## src/rtl/wait_change_monitor.sv

```systemverilog
// Change detector for the wait-state thread output: timestamps each value
// change, queues {value, interval} records and flags cadence faults / drops.
module wait_change_monitor #(
  parameter int WIDTH           = 32,
  parameter int DEPTH           = 4,
  parameter int CNT_W           = 16,
  parameter int EXPECT_INTERVAL = 5
) (
  input  logic                    clk,
  input  logic                    reset,
  input  logic signed [WIDTH-1:0] in1,
  output logic signed [WIDTH-1:0] out_data,
  output logic [CNT_W-1:0]        out_interval,
  output logic                    out_valid,
  input  logic                    out_ready,
  output logic                    interval_err,
  output logic                    overflow,
  output logic [CNT_W-1:0]        change_cnt
);

  localparam int AW = $clog2(DEPTH);

  typedef enum logic [1:0] {
    S_IDLE,
    S_ARMED,
    S_RUN
  } state_t;

  state_t r_state;
  state_t w_next;

  logic signed [WIDTH-1:0] r_prev;
  logic [CNT_W-1:0]        r_cnt;
  logic [CNT_W-1:0]        r_chg;
  logic                    r_ierr;
  logic                    r_ovf;

  logic [WIDTH-1:0] r_mem_d [DEPTH];
  logic [CNT_W-1:0] r_mem_i [DEPTH];
  logic [AW:0]      r_wr;
  logic [AW:0]      r_rd;

  logic w_event;
  logic w_first;
  logic w_full;
  logic w_empty;
  logic w_push;
  logic w_pop;
  logic w_drop;
  logic w_int_bad;
  logic w_cnt_max;

  always_ff @(posedge clk) begin
    if (reset) begin
      r_state <= S_IDLE;
    end else begin
      r_state <= w_next;
    end
  end

  always_comb begin
    w_next  = r_state;
    w_event = 1'b0;
    w_first = 1'b0;
    unique case (r_state)
      S_IDLE: begin
        w_next = S_ARMED;
      end
      S_ARMED: begin
        w_event = (in1 != r_prev);
        w_first = 1'b1;
        if (w_event) w_next = S_RUN;
      end
      S_RUN: begin
        w_event = (in1 != r_prev);
      end
      default: begin
        w_next = S_IDLE;
      end
    endcase
  end

  // Pointers carry one extra wrap bit to tell full from empty.
  assign w_empty = (r_wr == r_rd);
  assign w_full  = (r_wr[AW] != r_rd[AW]) &&
                   (r_wr[AW-1:0] == r_rd[AW-1:0]);

  assign w_pop     = out_valid & out_ready;
  assign w_push    = w_event & (~w_full | w_pop);
  assign w_drop    = w_event & w_full & ~w_pop;
  assign w_cnt_max = &r_cnt;
  assign w_int_bad = w_event & ~w_first &
                     (r_cnt != CNT_W'(EXPECT_INTERVAL));

  always_ff @(posedge clk) begin
    if (reset) begin
      r_prev <= '0;
      r_cnt  <= '0;
    end else begin
      r_prev <= in1;
      if (r_state == S_IDLE || w_event) begin
        r_cnt <= CNT_W'(1);
      end else if (!w_cnt_max) begin
        r_cnt <= r_cnt + CNT_W'(1);
      end
    end
  end

  always_ff @(posedge clk) begin
    if (reset) begin
      r_chg  <= '0;
      r_ierr <= 1'b0;
      r_ovf  <= 1'b0;
    end else begin
      if (w_event)   r_chg  <= r_chg + CNT_W'(1);
      if (w_int_bad) r_ierr <= 1'b1;
      if (w_drop)    r_ovf  <= 1'b1;
    end
  end

  always_ff @(posedge clk) begin
    if (reset) begin
      r_wr <= '0;
      r_rd <= '0;
    end else begin
      if (w_push) r_wr <= r_wr + (AW+1)'(1);
      if (w_pop)  r_rd <= r_rd + (AW+1)'(1);
    end
  end

  // Storage needs no reset; empty pointers gate the outputs.
  always_ff @(posedge clk) begin
    if (w_push) begin
      r_mem_d[r_wr[AW-1:0]] <= in1;
      r_mem_i[r_wr[AW-1:0]] <= r_cnt;
    end
  end

  assign out_valid    = ~w_empty;
  assign out_data     = w_empty ? '0 : r_mem_d[r_rd[AW-1:0]];
  assign out_interval = w_empty ? '0 : r_mem_i[r_rd[AW-1:0]];
  assign interval_err = r_ierr;
  assign overflow     = r_ovf;
  assign change_cnt   = r_chg;

endmodule

```

## config.mk

```make
export PLATFORM = sky130hd
export DESIGN_NAME = wait_change_monitor
export DESIGN_NICKNAME = d
export VERILOG_FILES = /design/src/rtl/wait_change_monitor.sv
export SDC_FILE = /design/constraint.sdc
export NUM_CORES = 1
export LEC_CHECK = 0
export ABC_AREA = 1
export CORE_MARGIN = 2
export CORE_UTILIZATION = 25
export CTS_CLUSTER_DIAMETER = 60
export DETAILED_ROUTE_END_ITERATION = 8
export PLACE_DENSITY_LB_ADDON = 0.3
export SETUP_SLACK_MARGIN = 0.2
export SYNTH_ARGS = -nofsm -noshare
export SYNTH_HDL_FRONTEND = slang
export SYNTH_SLANG_ARGS = --single-unit
```

## constraint.sdc

```tcl
create_clock -name clk -period 8.35 [get_ports clk]
set_clock_uncertainty 0.2 [all_clocks]
set_input_delay 1.2525 -clock clk [delete_from_list [all_inputs] [get_ports clk]]
set_output_delay 1.2525 -clock clk [all_outputs]
set_load 0.005 [all_outputs]
```

==> metrics.cfg <==
[yosys]
synth_area_leaders = edfxtp_1 (51%), dfxtp_1 (13%), nor2_1 (7.4%)
synth_ff_type = edfxtp_1
synth_area_per_cell_sq_um = 10.33
synth_top_area_share_pct = 50.91
syn-cell-area_sq_um = 11330
synth_seq_cells = 268
netlist-cell-type-count = 40
synth_edf_count = 192
synthesis.nets = 1143
synth_cells = 1096
ys_async_sr_fraction_pct = 0
synth.yosys.warnings = 0
ys_seq_area_share_pct = 64.34
synth_top_area_cell = edfxtp_1

[clock_network]
cts.sinks = 268
cts_max_level = 1
cts_setup_buffers = 0
clk_latency_ns = 0.55
cts_made_buffers = 30
hold_buffers = 0
cts_resized = 0
clock_path_buffers = 3
cts_tree = done
clock_tree.root_cell = clkbuf_16
path_clk_slew_ns = 0.06

[sta]
min_period_ns = 4.770
slew_headroom_pct = 31.93
finalMaxSlewViolations = 0
tightest_slew_ns = 1.021
fin_crit_sh_pct = 57.12
hold_viol = 0
grt_setup_unrepaired = false
report.final.setup_viol = 0
max_freq_mhz = 209.7
setup_tns_ns = 0

[global_route]
antenna_found_initial = 2
grt_pass1_vias = 7690
grt_usage_pct = 11.26
grt_max_degree = 97
grt_pass1_wl_mm = 42.19
grt-ovfl-total = 0

[setup_path]
reg2reg_slack_ns = 4.97
crit_chain = inv_2, buf_4, nor2_1, o32ai_1, nand2_1, inv_1, clkdlybuf4s50_1
cp_data_arrival_time_ns = 3.32
crit_family = buffers and inverters
crit_required_ns = 6.90
regToRegEndpoint = r_mem_i[3][11]$_DFFE_PP_
cpMaxStageDelayCell = buf_4
critPathMaxStageDelay_ns = 0.75
cp_num_cells = 7
end_kind = output port
timing.rr.start = r_state[0]$_SDFFE_PP0P_
cp_max_fo = 77
rr_worst_depth = 5
path_buf_inv = 4
timing_worst_setup_path_type = flip-flop to output port
critPathLaunchType = flip-flop

[cells_and_area]
fin_util_pct = 31.25
nets = 1237
area_delta_synth_final_pct = 22.80
drive_gt1_share_pct = 7.249

[power_and_ir_drop]
power_switching_uw = 1685
seqPwrFrac_pct = 37.0
peakVddDrop_mv = 0.1786
comb_power_share_pct = 37.9
switching_share_pct = 34.31
pwr-share-clk_pct = 25.1
power_density_nw_per_um2 = 353.2
power.leakage_uw = 0.005231
power.internal_uw = 3227

[placed_design]
portBuffers = 101
dp_hpwl_mm = 15.80
gp_congestion = 0.7585

[floorplan]
io_pins = 102
start_util_pct = 25.45
row_count = 77
dieArea_sq_um = 47020
die_w_um = 216.8
dieHeight_um = 216.8
core-area_sq_um = 44510

[routing]
firstDrtPassIters = 5
vias_per_cell = 4.248
wl_mm = 26.51
drtIter0Drc = 368
post_drt_wl_per_cell_um = 14.67
antenna_left = 0
via_count = 7677
drc = 0

[flow_run]
maxCapViolCount = 0

[hold_path]
hold_path.startpoint = interval_err$_SDFFE_PP0P_
hold_path.class = flip-flop to flip-flop
min_path_cells = 2
hold_end = interval_err$_SDFFE_PP0P_

[status]
status = completed

## how the worst max path moves through the flow
| stage | start | endpoint | slack (ns) |
|---|---|---|---|
| floorplan | in1[28] | r_mem_d[0][0]$_DFFE_PP_ | 3.79 |
| global placement | in1[18] | r_mem_i[3][3]$_DFFE_PP_ | 3.71 |
| detailed placement | in1[20] | r_mem_i[3][0]$_DFFE_PP_ | 3.68 |
| CTS | flip-flop | out_data[25] | 3.49 |
| global route | flip-flop | out_data[30] | 3.30 |
| finish | flip-flop | out_data[29] | 3.58 |
## layout make-up
class,count,area (sq um)
inverters,140,530.5
clock inverters,10,61.31
fillers,4610,30600
repair buffers,110,1074
flip-flops and latches,268,7292
multi-input cells,640,3336
well taps,592,740.7
diodes,1,2.502
clock buffers,46,872.1
## cells in the mapped netlist, types with 12 or more instances
cell type	instances
nand3_1	31
inv_1	134
o21ai_0	38
o32ai_1	48
xor2_1	16
dfxtp_1	76
o21ai_1	16
nand2_1	153
a21oi_1	27
clkbuf_1	30
nor2_1	224
xnor2_1	30
edfxtp_1	192
ha_1	12
## kinds of logic after synthesis
logic type                 share of synthesized area (%)
and+or+nand+nor                                    16.66
DFF                                                64.34
xor gates and xnor gates                           3.557
adders and majority gates                          1.326
buffers and inverters                              6.496
AOI/OAI and AO/OA                                  7.623
## worst min-delay path, delay by kind of cell, from the launching register on
family / cells / cell delay (ns)
DFF: 1 / 0.30
buffers and inverters: 1 / 0.05
AOI/OAI and AO/OA: 1 / 0.05
## power groups by stage
stage / combinational, uW / sequential, uW / clock (uW)
2_1_floorplan: 1010 / 1810 / 0
3_3_place_gp: 1910 / 1840 / 0
3_5_place_dp: 1920 / 1850 / 0
4_1_cts: 1920 / 1820 / 1280
5_1_grt: 2080 / 1840 / 1330
6_report: 1860 / 1820 / 1230
## routing by layer
layer  global-route usage [%]  part of all wire [%]  vias to the layer above
li1                         -                     -                     3834
met1                    14.93                    47                     3677
met2                    18.92                    47                      132
met3                    2.320                   4.9                       30
met4                    2.580                   1.4                        4
met5                        0                  0.10                        -
## sequential cells by signal, summed over array words and instances, names as in the netlist, named ones only
register / count
r_wr: 3
r_prev: 32
r_rd: 3
r_mem_d: 128
r_state: 2
r_mem_i: 64
overflow: 1
change_cnt: 16
r_cnt: 16
interval_err: 1
## cell usage in the layout (no fill, tap or decap), types with 5 or more instances in the layout
cell type and count:
dfxtp_1 74, nand2_1 152, o32ai_1 48, buf_4 9, o21ai_0 38, clkbuf_16 31
o21ai_1 16, clkbuf_1 11, nor2_1 220, inv_1 134, nor2_2 6, inv_2 5
xnor2_1 30, clkinv_2 6, a21oi_1 27, edfxtp_1 192, nor3_1 11, clkdlybuf4s50_1 100
xor2_1 16, nand4_1 6, nand3_1 31, ha_1 12
## per-stage QoR
step | instances | area, sq um | setup slack [ns] | hold WS, ns | total power (uW)
2_1_floorplan | 1096 | 11330 | 3.793 | 0.2466 | 2822
3_3_place_gp | 1750 | 12970 | 3.708 | 0.2408 | 3755
3_5_place_dp | 1750 | 12970 | 3.676 | 0.2495 | 3761
4_1_cts | 1806 | 13910 | 3.486 | 0.2606 | 5018
5_1_grt | 1806 | 13910 | 3.297 | 0.2895 | 5250
6_report | 1807 | 13910 | 3.580 | 0.2528 | 4912
No activity file was read; power rests on OpenSTA's default activity.
